### src/rtl/snitch_narrow_id_remap.sv
// snitch_narrow_id_remap
//   Compacts the AXI IDs of the Snitch cluster narrow outbound master port
//   (InIdWidth bits) into a small OutIdWidth ID space ahead of the SoC
//   crossbar. Independent write (AW/B) and read (AR/R) remap tables track
//   outstanding transactions per slot and restore the original ID on
//   responses, so AXI per-ID ordering is preserved. The data path is purely
//   combinational; only the remap tables are registered.
//
//   Ports (top):
//     clk_i       in   clock
//     rst_i       in   asynchronous active-high reset (clears both tables)
//     slv_req_i   in   AXI request from the cluster narrow-out port
//     slv_resp_o  out  AXI response to the cluster
//     mst_req_o   out  AXI request to the SoC interconnect (compacted IDs)
//     mst_resp_i  in   AXI response from the SoC interconnect

package snitch_cluster_cfg_pkg;

   localparam int unsigned NarrowIdWidthOut = 4;
   localparam int unsigned SocNarrowIdWidth = 2;
   localparam int unsigned NarrowAddrWidth  = 32;
   localparam int unsigned NarrowDataWidth  = 64;
   localparam int unsigned NarrowUserWidth  = 1;

   typedef logic [NarrowIdWidthOut-1:0]  narrow_out_id_t;
   typedef logic [SocNarrowIdWidth-1:0]  soc_narrow_id_t;
   typedef logic [NarrowAddrWidth-1:0]   narrow_addr_t;
   typedef logic [NarrowDataWidth-1:0]   narrow_data_t;
   typedef logic [NarrowDataWidth/8-1:0] narrow_strb_t;
   typedef logic [NarrowUserWidth-1:0]   narrow_user_t;

   typedef struct packed {
      narrow_out_id_t id;
      narrow_addr_t   addr;
      logic [7:0]     len;
      logic [2:0]     size;
      logic [1:0]     burst;
      logic           lock;
      logic [3:0]     cache;
      logic [2:0]     prot;
      logic [3:0]     qos;
      logic [3:0]     region;
      logic [5:0]     atop;
      narrow_user_t   user;
   } narrow_out_aw_chan_t;

   typedef struct packed {
      soc_narrow_id_t id;
      narrow_addr_t   addr;
      logic [7:0]     len;
      logic [2:0]     size;
      logic [1:0]     burst;
      logic           lock;
      logic [3:0]     cache;
      logic [2:0]     prot;
      logic [3:0]     qos;
      logic [3:0]     region;
      logic [5:0]     atop;
      narrow_user_t   user;
   } soc_narrow_aw_chan_t;

   typedef struct packed {
      narrow_out_id_t id;
      narrow_addr_t   addr;
      logic [7:0]     len;
      logic [2:0]     size;
      logic [1:0]     burst;
      logic           lock;
      logic [3:0]     cache;
      logic [2:0]     prot;
      logic [3:0]     qos;
      logic [3:0]     region;
      narrow_user_t   user;
   } narrow_out_ar_chan_t;

   typedef struct packed {
      soc_narrow_id_t id;
      narrow_addr_t   addr;
      logic [7:0]     len;
      logic [2:0]     size;
      logic [1:0]     burst;
      logic           lock;
      logic [3:0]     cache;
      logic [2:0]     prot;
      logic [3:0]     qos;
      logic [3:0]     region;
      narrow_user_t   user;
   } soc_narrow_ar_chan_t;

   typedef struct packed {
      narrow_data_t data;
      narrow_strb_t strb;
      logic         last;
      narrow_user_t user;
   } narrow_w_chan_t;

   typedef struct packed {
      narrow_out_id_t id;
      logic [1:0]     resp;
      narrow_user_t   user;
   } narrow_out_b_chan_t;

   typedef struct packed {
      soc_narrow_id_t id;
      logic [1:0]     resp;
      narrow_user_t   user;
   } soc_narrow_b_chan_t;

   typedef struct packed {
      narrow_out_id_t id;
      narrow_data_t   data;
      logic [1:0]     resp;
      logic           last;
      narrow_user_t   user;
   } narrow_out_r_chan_t;

   typedef struct packed {
      soc_narrow_id_t id;
      narrow_data_t   data;
      logic [1:0]     resp;
      logic           last;
      narrow_user_t   user;
   } soc_narrow_r_chan_t;

   typedef struct packed {
      narrow_out_aw_chan_t aw;
      logic                aw_valid;
      narrow_w_chan_t      w;
      logic                w_valid;
      logic                b_ready;
      narrow_out_ar_chan_t ar;
      logic                ar_valid;
      logic                r_ready;
   } narrow_out_req_t;

   typedef struct packed {
      logic               aw_ready;
      logic               ar_ready;
      logic               w_ready;
      logic               b_valid;
      narrow_out_b_chan_t b;
      logic               r_valid;
      narrow_out_r_chan_t r;
   } narrow_out_resp_t;

   typedef struct packed {
      soc_narrow_aw_chan_t aw;
      logic                aw_valid;
      narrow_w_chan_t      w;
      logic                w_valid;
      logic                b_ready;
      soc_narrow_ar_chan_t ar;
      logic                ar_valid;
      logic                r_ready;
   } soc_narrow_req_t;

   typedef struct packed {
      logic               aw_ready;
      logic               ar_ready;
      logic               w_ready;
      logic               b_valid;
      soc_narrow_b_chan_t b;
      logic               r_valid;
      soc_narrow_r_chan_t r;
   } soc_narrow_resp_t;

endpackage

// snitch_narrow_id_remap_table
//   One direction's remap table: NumSlots entries {valid, in_id, cnt}.
//   Ports:
//     i_clk, i_rst     clock, async active-high reset
//     i_req_id         incoming request ID to look up
//     i_req_hs         request handshake this cycle (allocate/increment)
//     i_rsp_id         compacted ID of the response beat
//     i_rsp_dec        response completes a transaction (decrement)
//     o_can_issue      request may be forwarded (state + ID only)
//     o_out_id         compacted ID for the request
//     o_rsp_in_id      original ID restored for the response
module snitch_narrow_id_remap_table #(
   parameter int unsigned InIdWidth    = 4,
   parameter int unsigned OutIdWidth   = 2,
   parameter int unsigned MaxTxnsPerId = 8
) (
   input  logic                  i_clk,
   input  logic                  i_rst,
   input  logic [InIdWidth-1:0]  i_req_id,
   input  logic                  i_req_hs,
   input  logic [OutIdWidth-1:0] i_rsp_id,
   input  logic                  i_rsp_dec,
   output logic                  o_can_issue,
   output logic [OutIdWidth-1:0] o_out_id,
   output logic [InIdWidth-1:0]  o_rsp_in_id
);

   localparam int unsigned NumSlots = 2 ** OutIdWidth;
   localparam int unsigned CntW     = $clog2(MaxTxnsPerId + 1);

   logic [NumSlots-1:0]  r_valid;
   logic [InIdWidth-1:0] r_in_id [NumSlots];
   logic [CntW-1:0]      r_cnt   [NumSlots];

   logic                  w_hit;
   logic [OutIdWidth-1:0] w_hit_idx;
   logic                  w_free;
   logic [OutIdWidth-1:0] w_free_idx;
   logic [NumSlots-1:0]   w_inc;
   logic [NumSlots-1:0]   w_dec;

   // At most one valid slot can match, since allocation only happens on a miss.
   always_comb begin
      w_hit      = 1'b0;
      w_hit_idx  = '0;
      w_free     = 1'b0;
      w_free_idx = '0;
      for (int unsigned i = 0; i < NumSlots; i++) begin
         if (r_valid[i] && (r_in_id[i] == i_req_id)) begin
            w_hit     = 1'b1;
            w_hit_idx = OutIdWidth'(i);
         end
         if (!r_valid[i] && !w_free) begin
            w_free     = 1'b1;
            w_free_idx = OutIdWidth'(i);
         end
      end
   end

   assign o_can_issue = w_hit ? (r_cnt[w_hit_idx] < CntW'(MaxTxnsPerId)) : w_free;
   assign o_out_id    = w_hit ? w_hit_idx : w_free_idx;
   assign o_rsp_in_id = r_in_id[i_rsp_id];

   always_comb begin
      w_inc = '0;
      w_dec = '0;
      for (int unsigned i = 0; i < NumSlots; i++) begin
         w_inc[i] = i_req_hs  && (o_out_id == OutIdWidth'(i));
         w_dec[i] = i_rsp_dec && (i_rsp_id == OutIdWidth'(i));
      end
   end

   // Simultaneous increment and decrement leaves the entry untouched, which
   // keeps a cnt==1 slot alive when its in_id is reissued in the same cycle.
   always_ff @(posedge i_clk or posedge i_rst) begin
      if (i_rst) begin
         for (int unsigned i = 0; i < NumSlots; i++) begin
            r_valid[i] <= 1'b0;
            r_in_id[i] <= '0;
            r_cnt[i]   <= '0;
         end
      end else begin
         for (int unsigned i = 0; i < NumSlots; i++) begin
            if (w_inc[i] && !w_dec[i]) begin
               r_valid[i] <= 1'b1;
               r_in_id[i] <= i_req_id;
               r_cnt[i]   <= r_cnt[i] + CntW'(1);
            end else if (w_dec[i] && !w_inc[i] && r_valid[i]) begin
               r_cnt[i] <= r_cnt[i] - CntW'(1);
               if (r_cnt[i] == CntW'(1)) begin
                  r_valid[i] <= 1'b0;
               end
            end
         end
      end
   end

   a_rsp_on_valid_slot: assert property (@(posedge i_clk) disable iff (i_rst)
      i_rsp_dec |-> r_valid[i_rsp_id]);

   for (genvar g = 0; g < NumSlots; g++) begin : g_cnt_chk
      a_cnt_range: assert property (@(posedge i_clk) disable iff (i_rst)
         r_cnt[g] <= CntW'(MaxTxnsPerId));
   end

endmodule

module snitch_narrow_id_remap #(
   parameter int unsigned InIdWidth    = snitch_cluster_cfg_pkg::NarrowIdWidthOut,
   parameter int unsigned OutIdWidth   = 2,
   parameter int unsigned MaxTxnsPerId = 8,
   parameter type slv_req_t  = snitch_cluster_cfg_pkg::narrow_out_req_t,
   parameter type slv_resp_t = snitch_cluster_cfg_pkg::narrow_out_resp_t,
   parameter type mst_req_t  = snitch_cluster_cfg_pkg::soc_narrow_req_t,
   parameter type mst_resp_t = snitch_cluster_cfg_pkg::soc_narrow_resp_t
) (
   input  logic      clk_i,
   input  logic      rst_i,
   input  slv_req_t  slv_req_i,
   output slv_resp_t slv_resp_o,
   output mst_req_t  mst_req_o,
   input  mst_resp_t mst_resp_i
);

   logic                  w_aw_can, w_ar_can;
   logic [OutIdWidth-1:0] w_aw_out_id, w_ar_out_id;
   logic [InIdWidth-1:0]  w_b_in_id, w_r_in_id;
   logic                  w_aw_hs, w_ar_hs, w_b_dec, w_r_dec;

   assign w_aw_hs = slv_req_i.aw_valid & mst_resp_i.aw_ready & w_aw_can;
   assign w_ar_hs = slv_req_i.ar_valid & mst_resp_i.ar_ready & w_ar_can;
   assign w_b_dec = mst_resp_i.b_valid & slv_req_i.b_ready;
   // A read transaction completes only on its last beat.
   assign w_r_dec = mst_resp_i.r_valid & slv_req_i.r_ready & mst_resp_i.r.last;

   snitch_narrow_id_remap_table #(
      .InIdWidth   (InIdWidth),
      .OutIdWidth  (OutIdWidth),
      .MaxTxnsPerId(MaxTxnsPerId)
   ) u_wtab (
      .i_clk      (clk_i),
      .i_rst      (rst_i),
      .i_req_id   (slv_req_i.aw.id),
      .i_req_hs   (w_aw_hs),
      .i_rsp_id   (mst_resp_i.b.id),
      .i_rsp_dec  (w_b_dec),
      .o_can_issue(w_aw_can),
      .o_out_id   (w_aw_out_id),
      .o_rsp_in_id(w_b_in_id)
   );

   snitch_narrow_id_remap_table #(
      .InIdWidth   (InIdWidth),
      .OutIdWidth  (OutIdWidth),
      .MaxTxnsPerId(MaxTxnsPerId)
   ) u_rtab (
      .i_clk      (clk_i),
      .i_rst      (rst_i),
      .i_req_id   (slv_req_i.ar.id),
      .i_req_hs   (w_ar_hs),
      .i_rsp_id   (mst_resp_i.r.id),
      .i_rsp_dec  (w_r_dec),
      .o_can_issue(w_ar_can),
      .o_out_id   (w_ar_out_id),
      .o_rsp_in_id(w_r_in_id)
   );

   always_comb begin
      mst_req_o           = '0;
      mst_req_o.aw.id     = w_aw_out_id;
      mst_req_o.aw.addr   = slv_req_i.aw.addr;
      mst_req_o.aw.len    = slv_req_i.aw.len;
      mst_req_o.aw.size   = slv_req_i.aw.size;
      mst_req_o.aw.burst  = slv_req_i.aw.burst;
      mst_req_o.aw.lock   = slv_req_i.aw.lock;
      mst_req_o.aw.cache  = slv_req_i.aw.cache;
      mst_req_o.aw.prot   = slv_req_i.aw.prot;
      mst_req_o.aw.qos    = slv_req_i.aw.qos;
      mst_req_o.aw.region = slv_req_i.aw.region;
      mst_req_o.aw.atop   = slv_req_i.aw.atop;
      mst_req_o.aw.user   = slv_req_i.aw.user;
      mst_req_o.aw_valid  = slv_req_i.aw_valid & w_aw_can;
      mst_req_o.w         = slv_req_i.w;
      mst_req_o.w_valid   = slv_req_i.w_valid;
      mst_req_o.b_ready   = slv_req_i.b_ready;
      mst_req_o.ar.id     = w_ar_out_id;
      mst_req_o.ar.addr   = slv_req_i.ar.addr;
      mst_req_o.ar.len    = slv_req_i.ar.len;
      mst_req_o.ar.size   = slv_req_i.ar.size;
      mst_req_o.ar.burst  = slv_req_i.ar.burst;
      mst_req_o.ar.lock   = slv_req_i.ar.lock;
      mst_req_o.ar.cache  = slv_req_i.ar.cache;
      mst_req_o.ar.prot   = slv_req_i.ar.prot;
      mst_req_o.ar.qos    = slv_req_i.ar.qos;
      mst_req_o.ar.region = slv_req_i.ar.region;
      mst_req_o.ar.user   = slv_req_i.ar.user;
      mst_req_o.ar_valid  = slv_req_i.ar_valid & w_ar_can;
      mst_req_o.r_ready   = slv_req_i.r_ready;
   end

   always_comb begin
      slv_resp_o          = '0;
      slv_resp_o.aw_ready = mst_resp_i.aw_ready & w_aw_can;
      slv_resp_o.ar_ready = mst_resp_i.ar_ready & w_ar_can;
      slv_resp_o.w_ready  = mst_resp_i.w_ready;
      slv_resp_o.b_valid  = mst_resp_i.b_valid;
      slv_resp_o.b.id     = w_b_in_id;
      slv_resp_o.b.resp   = mst_resp_i.b.resp;
      slv_resp_o.b.user   = mst_resp_i.b.user;
      slv_resp_o.r_valid  = mst_resp_i.r_valid;
      slv_resp_o.r.id     = w_r_in_id;
      slv_resp_o.r.data   = mst_resp_i.r.data;
      slv_resp_o.r.resp   = mst_resp_i.r.resp;
      slv_resp_o.r.last   = mst_resp_i.r.last;
      slv_resp_o.r.user   = mst_resp_i.r.user;
   end

endmodule

### config.mk
export PLATFORM = sky130hd
export DESIGN_NAME = snitch_narrow_id_remap
export DESIGN_NICKNAME = d
export VERILOG_FILES = /design/src/rtl/snitch_narrow_id_remap.sv
export SDC_FILE = /design/constraint.sdc
export NUM_CORES = 1
export LEC_CHECK = 0
export BUFFER_PORTS_ARGS = -buffer_cell sky130_fd_sc_hd__buf_2
export CAP_MARGIN = 15
export CORE_AREA = 2 2 230 232
export DETAILED_ROUTE_END_ITERATION = 8
export DIE_AREA = 0 0 232 234
export GPL_ROUTABILITY_DRIVEN = 0
export GPL_TIMING_DRIVEN = 0
export PLACE_DENSITY = 0.46
export SLEW_MARGIN = 40
export SYNTH_ARGS = -nofsm -noshare
export SYNTH_HDL_FRONTEND = slang
export SYNTH_SLANG_ARGS = --single-unit
### constraint.sdc
create_clock -name clk_i -period 3.13 [get_ports clk_i]
set_input_delay 0.313 -clock clk_i [delete_from_list [all_inputs] [get_ports clk_i]]
set_output_delay 0.313 -clock clk_i [all_outputs]
set_load 0.1 [all_outputs]
==> impl_metrics.py <==
metrics = {
    "grt": {
        "grt_pass1_wl_mm": 28.7,
        "grt_max_degree": 38,
        "grt_usage_pct": 6.86,
        "antenna_found_initial": 3,
        "grt_pass1_vias": 5142,
        "grt_overflow_total": 0,
    },
    "pwr": {
        "p_per_area_nw_per_um2": 862,
        "power_leakage_nw": 4.84,
        "ir_worst_vdd_uv": 925,
        "p_total_mw": 8.37,
    },
    "synth": {
        "synth_top_family_by_area": "buffers and inverters",
        "ys_types": 71,
        "syn_nets": 1070,
        "syn-instance-count": 747,
        "synth.yosys.seq_area_share_pct": 26.0,
        "ys_seq_elements": 72,
        "synth_compound_area_share_pct": 9.96,
        "ys.flop_type": "dfrtp_1",
        "synth_simple_gate_area_share_pct": 11.9,
        "avgSynthCellArea_um2": 9.27,
        "syn_area_um2": 6920,
        "synth_edf_count": 0,
        "synth_xor_area_share_pct": 6.32,
        "synthArstFlopShare_pct": 100,
        "ys_warn_count": 0,
        "muxShareOfSynthArea_pct": 7.48,
        "synthAdderAreaFrac_pct": 4.34,
    },
    "route": {
        "via_per_inst": 3.40,
        "routed-via-count": 5981,
        "detail_route.first_pass.iterations": 4,
        "first_iter_violations": 222,
        "post_drt_wl_per_cell_um": 11.8,
        "routed_wl_mm": 20.7,
        "ant_nets": 0,
        "route.detailed.drc": 0,
    },
    "clock_tree": {
        "cts_buffer_depth": 2,
        "clkLatencyLatePin_ns": 0.35,
        "cts_sinks": 72,
        "numCtsBuffers": 9,
        "cts_tree": "built",
        "postCtsSetupRepairBufs": 0,
        "htreeDepth": 3,
        "cts_root_buffer": "clkbuf_16",
        "clk_pin_slew_ns": 0.05,
    },
    "setup_path": {
        "critPathMaxFanout": 8,
        "worstSetupPathType": "reg -> reg",
        "endpoint_kind": "register",
        "arrival_ns": 3.22,
        "startpoint_type": "register",
        "required_ns": 3.36,
    },
    "place": {
        "hpwlAfterDp_mm": 17.5,
        "place_inst": 1743,
        "port_buffers": 307,
    },
    "floorplanning": {
        "initial_core_util_pct": 13.3,
        "rows": 84,
        "dieArea_um2": 54300,
        "dieWidth_um": 232,
        "core_um2": 52000,
        "die_h_um": 234,
        "boundaryPins": 596,
    },
    "layout": {
        "num_antenna_cells": 0,
        "drive_above_1_share_pct": 64.1,
        "fin_cells": 1759,
        "fin_nets": 1390,
        "synthToLayoutAreaGrowth_pct": 40.2,
        "final_cell_mix": "buf_2 (307), buf_4 (285), dfrtp_1 (72), inv_1 (29), xor2_1 (27)",
        "layout_commonest_cell": "buf_2",
    },
    "sta": {
        "max-slew-margin-rel_pct": 47.5,
        "max_freq_mhz": 335,
        "drv_slew": 0,
        "tightest_slew_ns": 0.782,
        "finalSetupViolations": 0,
        "min_period_over_period_pct": 95.3,
        "setup-tns-final_ns": 0,
        "finClkSkew_ns": 0.00930,
        "finalCriticalPeriod_ns": 2.98,
        "hold_viol_final": 0,
        "grt_setup_unrepaired": "false",
    },
    "job": {
        "cap_violations": 0,
    },
    "hold_path": {
        "hold_class": "in -> reg",
    },
    "outcome": {
        "status": "finished clean",
    },
}
per-stage QoR:
stage          util (%)  instance area, um^2  setup WS (ns)  hold slack [ns]
2_1_floorplan         -                 6930         0.0914            0.461
3_3_place_gp       17.9                 9330         -0.342            0.491
3_5_place_dp       18.0                 9350         0.0628            0.348
4_1_cts            18.6                 9690        0.00372            0.221
5_1_grt            18.7                 9710         0.0263            0.232
6_report           18.7                 9710          0.146            0.239
sequential cells by signal, indices dropped and copies added, names as in the netlist:
signal          flops
u_wtab.r_in_id     16
u_rtab.r_in_id     16
u_wtab.r_cnt       16
u_rtab.r_valid      4
u_rtab.r_cnt       16
u_wtab.r_valid      4
area by class of cell:
| cell class | count | area, um^2 |
|---|---|---|
| well taps | 688 | 861 |
| clock buffers | 9 | 225 |
| flip-flops and latches | 72 | 1800 |
| multi-input cells | 345 | 2800 |
| fillers | 5789 | 42300 |
| clock inverters | 6 | 85.1 |
| plain buffers | 299 | 2240 |
| repair buffers | 309 | 1580 |
| inverters | 31 | 121 |
kinds of logic after synthesis:
kind of cell,after synthesis
XOR/XNOR,50
buffers and inverters,330
AO/OA/AOI/OAI,91
AND/OR/NAND/NOR,143
adder cells (fa/ha/maj),24
multiplexers,37
flip-flops,72
routing by layer:
| metal | routed length (um) | part of all wire, % | track usage, % | vias to the layer above |
|---|---|---|---|---|
| li1 | - | - | - | 2888 |
| met1 | 8250 | 40 | 8.31 | 2778 |
| met2 | 10600 | 51 | 11.8 | 296 |
| met3 | 1670 | 8.1 | 2.30 | 19 |
| met4 | 212 | 1.0 | 1.42 | 0 |
| met5 | 0 | 0 | 0 | - |
synth_stat cells (all sizes together), types with 5 or more instances:
cell type  number  area, um^2
and3           12        75.1
xor2           27         236
mux4            8         180
a21oi          20         104
inv            31         116
o21ai          19        95.1
clkbuf          6        25.0
ha             24         300
a41oi           7        61.3
and2            5        31.3
o31ai           6        45.0
nand3          21         110
nand2b         10        62.6
a22oi           6        50.1
mux2           29         338
xnor2          23         201
nand4           5        31.3
a2bb2oi         6        65.1
nor4            7        56.3
buf           293        2210
nor2           28         118
nor3           19         133
nand2          20        75.1
dfrtp          72        1800
critical path: stages, from the launching register on:
cell,delay [ns]
dfrtp_1,0.42
xor2_1,0.17
nor4_2,0.51
nor3_1,0.22
nor4_2,0.44
nand3_1,0.33
nor2_2,0.38
mux2_2,0.38
timing repair:
| action | CTS | global route |
|---|---|---|
| gates resized for setup | 4 | 5 |
| hold buffers | 1 | 0 |
| endpoints found under the hold margin | 36 | 0 |
| setup endpoints to repair | 4 | 12 |
power by group:
group	internal [mW]	switching (mW)	leakage, nW
Clock	0.690	0.419	0.147
Sequential	1.37	0.506	0.864
Combinational	1.54	3.84	3.83
worst paths after layout:
check                           cells after the start                           start                        endpoint  slack, ns
max in group asynchronous                           4                           rst_i   u_wtab.r_valid[3]$_DFFE_PP0P_       2.07
worst min-delay path                                3                   slv_req_i[67]  u_rtab.r_in_id[11]$_DFFE_PP0P_       0.24
min in group asynchronous                           3                           rst_i     u_rtab.r_cnt[3]$_DFFE_PP0P_       0.53
worst max register to register                      7  u_wtab.r_in_id[15]$_DFFE_PP0P_  u_wtab.r_in_id[15]$_DFFE_PP0P_       0.15
worst min register to register                      1    u_wtab.r_cnt[11]$_DFFE_PP0P_    u_wtab.r_cnt[11]$_DFFE_PP0P_       0.50
worst max-delay path                                7  u_wtab.r_in_id[15]$_DFFE_PP0P_  u_wtab.r_in_id[15]$_DFFE_PP0P_       0.15
Note: power is estimated with default switching activity, not from simulation.
